### src/rtl/vm_pkg.sv
// Shared state encoding, coin codes and coin value helper for the change dispenser.
package vm_pkg;

  typedef enum logic [1:0] {
    IDLE  = 2'd0,
    PAY   = 2'd1,
    DONE  = 2'd2,
    FAULT = 2'd3
  } state_t;

  localparam logic [1:0] COIN_NONE = 2'b00;
  localparam logic [1:0] COIN_1    = 2'b01;
  localparam logic [1:0] COIN_2    = 2'b10;
  localparam logic [1:0] COIN_3    = 2'b11;

  function automatic logic [1:0] coin_val(input logic [1:0] code);
    case (code)
      COIN_1:  return 2'd1;
      COIN_2:  return 2'd2;
      COIN_3:  return 2'd3;
      default: return 2'd0;
    endcase
  endfunction

endpackage

### src/rtl/vm_ack_timer.sv
// Watchdog on the hopper handshake: counts unacked cycles while a coin is presented.
module vm_ack_timer #(
  parameter int ACK_TIMEOUT = 15
) (
  input  logic clk,
  input  logic reset,
  input  logic clr,
  input  logic en,
  output logic expired
);

  localparam int W = (ACK_TIMEOUT > 1) ? $clog2(ACK_TIMEOUT) : 1;
  localparam logic [W-1:0] LAST = W'(ACK_TIMEOUT - 1);

  logic [W-1:0] count;

  // Holds at LAST once reached; the owner leaves PAY on that cycle anyway.
  always_ff @(posedge clk or negedge reset) begin
    if (!reset) begin
      count <= '0;
    end else if (clr) begin
      count <= '0;
    end else if (en && !expired) begin
      count <= count + W'(1);
    end
  end

  assign expired = (count == LAST);

endmodule

### src/rtl/vm_change_dispenser.sv
// Change dispenser: pays a loaded credit back to the hopper largest coin first,
// one coin per valid/ack handshake, with a watchdog that faults on a stalled hopper.
module vm_change_dispenser
  import vm_pkg::*;
#(
  parameter int CREDIT_W    = 4,
  parameter int ACK_TIMEOUT = 15
) (
  input  logic                clk,
  input  logic                reset,
  input  logic                start,
  input  logic [CREDIT_W-1:0] credit_in,
  input  logic                clear,
  input  logic                coin_ack,
  output logic [1:0]          coin_out,
  output logic                coin_valid,
  output logic                busy,
  output logic                done,
  output logic                fault,
  output logic [CREDIT_W-1:0] remaining,
  output logic [1:0]          out_state
);

  state_t              state;
  logic [CREDIT_W-1:0] rem_q;
  logic [1:0]          coin_code;
  logic [CREDIT_W-1:0] coin_units;
  logic                in_pay;
  logic                timer_clr;
  logic                timer_expired;

  assign in_pay     = (state == PAY);
  assign coin_code  = (rem_q >= CREDIT_W'(3)) ? COIN_3 : rem_q[1:0];
  assign coin_units = CREDIT_W'(coin_val(coin_code));
  assign timer_clr  = !in_pay || coin_ack;

  vm_ack_timer #(
    .ACK_TIMEOUT(ACK_TIMEOUT)
  ) u_ack_timer (
    .clk    (clk),
    .reset  (reset),
    .clr    (timer_clr),
    .en     (in_pay),
    .expired(timer_expired)
  );

  // An ack on the expiry cycle is checked first, so a late hopper still gets credit.
  always_ff @(posedge clk or negedge reset) begin
    if (!reset) begin
      state <= IDLE;
      rem_q <= '0;
    end else begin
      case (state)
        IDLE: begin
          if (start) begin
            if (credit_in != '0) begin
              state <= PAY;
              rem_q <= credit_in;
            end else begin
              state <= DONE;
            end
          end
        end
        PAY: begin
          if (coin_ack) begin
            rem_q <= rem_q - coin_units;
            if (rem_q == coin_units) begin
              state <= DONE;
            end
          end else if (timer_expired) begin
            state <= FAULT;
          end
        end
        DONE: begin
          state <= IDLE;
          rem_q <= '0;
        end
        FAULT: begin
          if (clear) begin
            state <= IDLE;
            rem_q <= '0;
          end
        end
        default: begin
          state <= IDLE;
          rem_q <= '0;
        end
      endcase
    end
  end

  assign coin_out   = in_pay ? coin_code : COIN_NONE;
  assign coin_valid = in_pay;
  assign busy       = in_pay;
  assign done       = (state == DONE);
  assign fault      = (state == FAULT);
  assign remaining  = rem_q;
  assign out_state  = state;

endmodule
### config.mk
export PLATFORM = sky130hd
export DESIGN_NAME = vm_change_dispenser
export DESIGN_NICKNAME = d
export VERILOG_FILES = /design/src/rtl/vm_pkg.sv /design/src/rtl/vm_ack_timer.sv /design/src/rtl/vm_change_dispenser.sv
export SDC_FILE = /design/constraint.sdc
export NUM_CORES = 1
export LEC_CHECK = 0
export ABC_AREA = 1
export CORE_ASPECT_RATIO = 1.5
export CORE_MARGIN = 1
export CORE_UTILIZATION = 35
export CTS_CLUSTER_SIZE = 8
export DETAILED_ROUTE_END_ITERATION = 16
export PLACE_DENSITY_LB_ADDON = 0.25
export SYNTH_ARGS = -nofsm -noshare
export SYNTH_HDL_FRONTEND = slang
export SYNTH_SLANG_ARGS = --single-unit
### constraint.sdc
create_clock -name clk -period 1.36 [get_ports clk]
set_input_delay 0.272 -clock clk [delete_from_list [all_inputs] [get_ports clk]]
set_output_delay 0.272 -clock clk [all_outputs]
set_load 0.01 [all_outputs]
# == After elaboration in Yosys (flattened, before gate mapping) ==
# Index checks and enable logic that the tools add are counted.
# totals
in_bits,9
word_cells,46
out_inout_bits,12
regBits,10
# classes
add_sub_neg,2
muxes,17
n_lt_le_gt_ge,1
n_reduce_logical,9
n_eq_ne,14
# op_table
cell,n
two-way mux 4 bit,6
two-way mux 2 bit,8
one-hot mux 4 bit (4 select lines),1
"equality test 2 bit, second input constant",4
"inequality test 2 bit, second input constant",4
one-hot mux 2 bit (4 select lines),1
AND reduction 4 bit,2
"inequality test 3 x 2 -> 1 bit, second input constant",2
one-hot mux 2 bit (3 select lines),1
"adder 4 x 1 -> 4 bit, second input constant",1
"equality test 2 x 1 -> 1 bit, second input constant",2
equality test 4 x 2 -> 1 bit,1
"equality test 4 bit, second input constant",1
"greater-or-equal comparator 4 x 2 -> 1 bit, second input constant",1
nonzero test 4 bit,1
subtractor 4 x 2 -> 4 bit,1
logical NOT 1 bit,2
logical NOT 2 bit,1
nonzero test 2 bit,1
logical AND 1 bit,1
logical OR 1 bit,1

# == Depth between registers and ports, before layout ==
# Gate-level depths: netlist of run 1.
# depth
depth_word,8
mapped_depth,9

# == Cells and area by module ==
# A second synthesis of run 1 with hierarchy kept.
# hier_totals
cells_unflattened,107
hier_area_um2,732.0
# modules_own_cells
module,instances,cells_each,seq_area_each_um2,area_each_um2
vm_change_dispenser,1,75,150.1,483.0
vm_ack_timer,1,32,100.1,249.0

# == Least setup slack after synthesis of run 1 ==
# No wires, ideal clock.
# synth_path
kind,reg2reg
start,register rem_q[2] (netlist: remaining[2])
end,register rem_q[2] (netlist: remaining[2])
stages_incl_launch_ff,10
n_path_buf,0
period_less_slack_ps,1262
t_required_ps,1295
setup_slack_ps,98
arrival_time_ps,1197
path_cell_list,dfrtp_1 > inv_1 > nand2_1 > nand2_1 > ha_1 > nand2_1 > nand2_1 > o21ai_0 > nand2_1 > nand2_1
# synth_between
elab_chain_len,7
word_cells_on_any_way,9
# synth_lines
item,line_no,text
from (decl),vm_change_dispenser.sv:25,logic [CREDIT_W-1:0] rem_q;
from (signal assigned),vm_change_dispenser.sv:58,rem_q <= credit_in;
from (signal assigned),vm_change_dispenser.sv:66,rem_q <= rem_q - coin_units;
greater-or-equal comparator 4 x 2 -> 1 bit,vm_change_dispenser.sv:33,assign coin_code = (rem_q >= CREDIT_W'(3)) ? COIN_3 : rem_q[1:0];
two-way mux 2 bit,vm_change_dispenser.sv:33,
equality test 2 bit / equality test 2 x 1 -> 1 bit (equally long branches),vm_pkg.sv:17,case (code)
one-hot mux 2 bit (3 select lines),vm_pkg.sv:17,
subtractor 4 x 2 -> 4 bit *,vm_change_dispenser.sv:66,
two-way mux 4 bit *,vm_change_dispenser.sv:65,if (coin_ack) begin
one-hot mux 4 bit (4 select lines) *,vm_change_dispenser.sv:53,case (state)
# Mark *: on every way between the ends. The rest lies on a longest branch, timed or not. The select of a mux whose other input is x is not followed.
# A chain may end at the register's enable or synchronous reset.

# == Worst setup path in the final report of run 1 ==
# layout_path
start,register state[1] (netlist: out_state[1])
end,output busy
# layout_between
elab_chain_len,1
# layout_lines
item,line_no,text
from (decl),vm_change_dispenser.sv:24,state_t state;
from (signal assigned),vm_change_dispenser.sv:50,state <= IDLE;
from (signal assigned),vm_change_dispenser.sv:57,state <= PAY;
from (signal assigned),vm_change_dispenser.sv:60,state <= DONE;
equality test 2 x 1 -> 1 bit,vm_change_dispenser.sv:32,assign in_pay = (state == PAY);
to (decl),vm_change_dispenser.sv:17,"output logic busy,"
# Every way passes these cells.

==> results.yml, run 1 <==
critical_path:
  critPathBufInv: 3
  cpMostUsedCell: "buf_6"
  required_ns: 1.09
  slowest_delay_ns: 0.45
  critPathCaptureType: "primary output"
  cp_top_family: "flip-flops"
  cp.depth: 4
  startpoint_type: "flip-flop"
  crit_type: "flip-flop to primary output"
  crit_chain: "buf_6 -> nor2_4 -> buf_4 -> buf_6"
  cp-startpoint: "out_state[1]"
  rr_worst_depth: 9
  regToRegStartpoint: "out_state[0]"
  r2r_end: "remaining[1]"
  cp.arrival_ns: 1.17
  cp_max_fo: 3
  reg2reg_setup_slack_ns: 0
  slowest_stage: "dfrtp_2"
power:
  p_per_area_nw_per_um2: 2330
  irDropWorstVdd_uv: 1240
  p_sw_uw: 1250
  pwr-share-seq_pct: 18.2
  clkPwrFrac_pct: 9.6
  swShare_pct: 43.5
  p_comb_share_pct: 72.2
  internal-power_uw: 1630
  p_leak_uw: 0.000651
clock_tree:
  root_buffer: "clkbuf_4"
  insertion_delay_ns: 0.26
  cts_sinks: 10
  cts_tree: "built"
  cts_hold_buf: 0
  clk_pin_slew_worst_paths_ns: 0.07
  h-tree-depth: 1
  cts_buffer_depth: 2
  cts_buffers: 3
logic_synthesis:
  netlist_area_um2: 756
  ys_seq_area_share_pct: 33.1
  synth_mux_area_share_pct: 0
  synth_fa_ha_area_share_pct: 4.97
  synth_xor_xnor_area_share_pct: 2.32
  synth_compound_area_share_pct: 7.62
  synth.avg_cell_area_um2: 7.63
  ys_warn_count: 0
  synthDistinctLibCells: 21
  synth-seq-cells: 10
  synth_top_family_by_area: "simple AND/OR/NAND/NOR gates"
  synthCells: 99
  synth-simple-area-share_pct: 43.7
  syn_nets: 111
timing:
  rsz0062_at_grt: "true"
  layout_setup_ws_ns: -0.0826
  slew_violations: 0
  tns_ns: -0.237
  worst_slew_margin_rel_pct: 83.4
  setup_violations: 5
  worst_slew_pin_slew_ns: 0.248
  fmax_mhz: 693
  fin_skew_ns: 0.00208
  hold_viol: 0
  fin_crit_sh_pct: 106
  period_needed_ns: 1.44
die:
  coreArea_um2: 2030
  die_w_um: 39.9
  start_util_pct: 37.3
  io_pins: 21
  dieArea_um2: 2350
  rows: 20
  chipHeight_um: 58.9
global_routing:
  grt.met1_usage_pct: 24.8
  grt_pass1_wl_mm: 3.36
  track_usage_pct: 20.2
  grt_max_degree: 11
  first_global_vias: 827
  antenna_found_initial: 0
  grt_overflow: 0
  use_met3_pct: 2.26
  use_met2_pct: 34.6
  grt.busiest_layer: "met2"
drt:
  wl_per_cell_um: 11.9
  drc: 0
  ant_nets: 0
  routed-via-count: 799
  drtIter0Drc: 15
  wl_mm: 2.01
  vias_per_cell: 4.73
  firstDrtPassIters: 4
placement:
  port_buffers: 20
  place_hpwl_mm: 1.44
  pre_cts_ws_ns: -0.188
  place_congestion: 0.816
final_layout:
  nNetsFinal: 160
  diodes: 0
  drive_gt1_share_pct: 41.5
  area_growth_pct: 63.9
run_status:
  failed_checks: "negative setup slack"
  status: "finished, violations left"
run:
  cap_violations: 0
min_path:
  min_path_type: "input pin to async pin"
[how the worst max path moves through the flow]
stage	end
3_3_place_gp	busy
2_1_floorplan	remaining[2]
5_1_grt	busy
4_1_cts	busy
6_report	busy
3_5_place_dp	coin_out[1]
[stage by stage]
| stage | hold slack, ns | total power (uW) | cell area, um2 | std cells | util, % |
|---|---|---|---|---|---|
| final | 0.295 | 2880 | 1240 | 169 | 61.1 |
| after global routing | 0.320 | 3120 | 1240 | 169 | 61.1 |
| after CTS | 0.300 | 2740 | 1190 | 167 | 59.0 |
| after detailed placement | 0.576 | 2320 | 1100 | 156 | 54.1 |
| after global placement | 0.564 | 2290 | 1100 | 156 | 54.1 |
| after floorplan | -0.0236 | 1510 | 756 | 99 | - |
[state kept, by name, summed over array words and instances (netlist names)]
name / count
out_state: 2
remaining: 4
u_ack_timer.count: 4
[cells in the final DEF (no fill, tap or decap), types with 2 or more instances in the layout]
cell type	synthesis	final
inv_2	1	2
dfrtp_2	0	2
nor2_1	6	5
buf_2	0	5
buf_6	0	8
ha_1	3	3
nand2_4	2	3
nand2_1	33	32
dlygate4sd2_1	0	3
dfrtp_1	10	8
nor2_4	5	5
nand2_2	2	2
clkbuf_4	0	3
inv_4	1	2
buf_4	2	20
clkdlybuf4s15_1	0	2
nand3_4	1	3
clkdlybuf4s50_1	0	8
o21ai_1	2	3
nand3_1	7	6
inv_1	10	8
o21ai_0	5	4
a21oi_2	0	2
[layer usage]
metal | part of all wire, % | vias up
met5 | 0 | -
met4 | 0.99 | 0
met3 | 2.4 | 2
met2 | 56 | 19
met1 | 41 | 372
li1 | - | 406
[final cells by class]
cell class	count	area, um2
inverter	12	50.0
sequential	10	253
fill	185	788
timing repair buffer	46	392
tap	22	27.5
multi-input combinational	75	480
clock buffer	4	36.3
[cells in the mapped netlist, drive strengths merged]
cell / n / area (um2)
buf: 2 / 15.0
ha: 3 / 37.5
a21oi: 3 / 15.0
nand3b: 1 / 20.0
xnor2: 1 / 8.76
xor2: 1 / 8.76
o21ai: 7 / 35.0
nand3: 10 / 72.6
nand2: 37 / 159
dfrtp: 10 / 250
inv: 12 / 47.6
nor2: 11 / 78.8
o21a: 1 / 7.51
[power groups by stage]
stage / combinational (uW) / sequential, uW / clock, uW
final: 2080 / 524 / 275
after global routing: 2290 / 542 / 291
after global placement: 1760 / 530 / 0
after floorplan: 933 / 574 / 0
after detailed placement: 1780 / 540 / 0
after CTS: 1940 / 519 / 279
[cells by family (layout without fill, tap and decap cells)]
family                     Yosys count  after routing
and+or+nand+nor                     59             59
buffers and inverters               14             62
AOI/OAI and AO/OA                   11             11
DFF                                 10             10
adders and majority gates            3              3
xor gates and xnor gates             2              2
[repair_timing]
action                                  in CTS  in global routing
resized for setup                           46                 12
buffers inserted                             7                  3
endpoints found under the setup margin      16                 15
pin swaps                                    3                  3
Note: power is estimated with default switching activity, not from simulation.
==> run 2, diff against run 1 <==
--- a/config.mk
+++ b/config.mk
@@ -7,7 +7,6 @@
 export LEC_CHECK = 0
 export ABC_AREA = 1
 export CORE_ASPECT_RATIO = 1.5
-export CORE_MARGIN = 1
 export CORE_UTILIZATION = 35
 export CTS_CLUSTER_SIZE = 8
 export DETAILED_ROUTE_END_ITERATION = 16
==> results of run 2 <==
The final DEF is identical to that of run 1; final timing and power are the same.
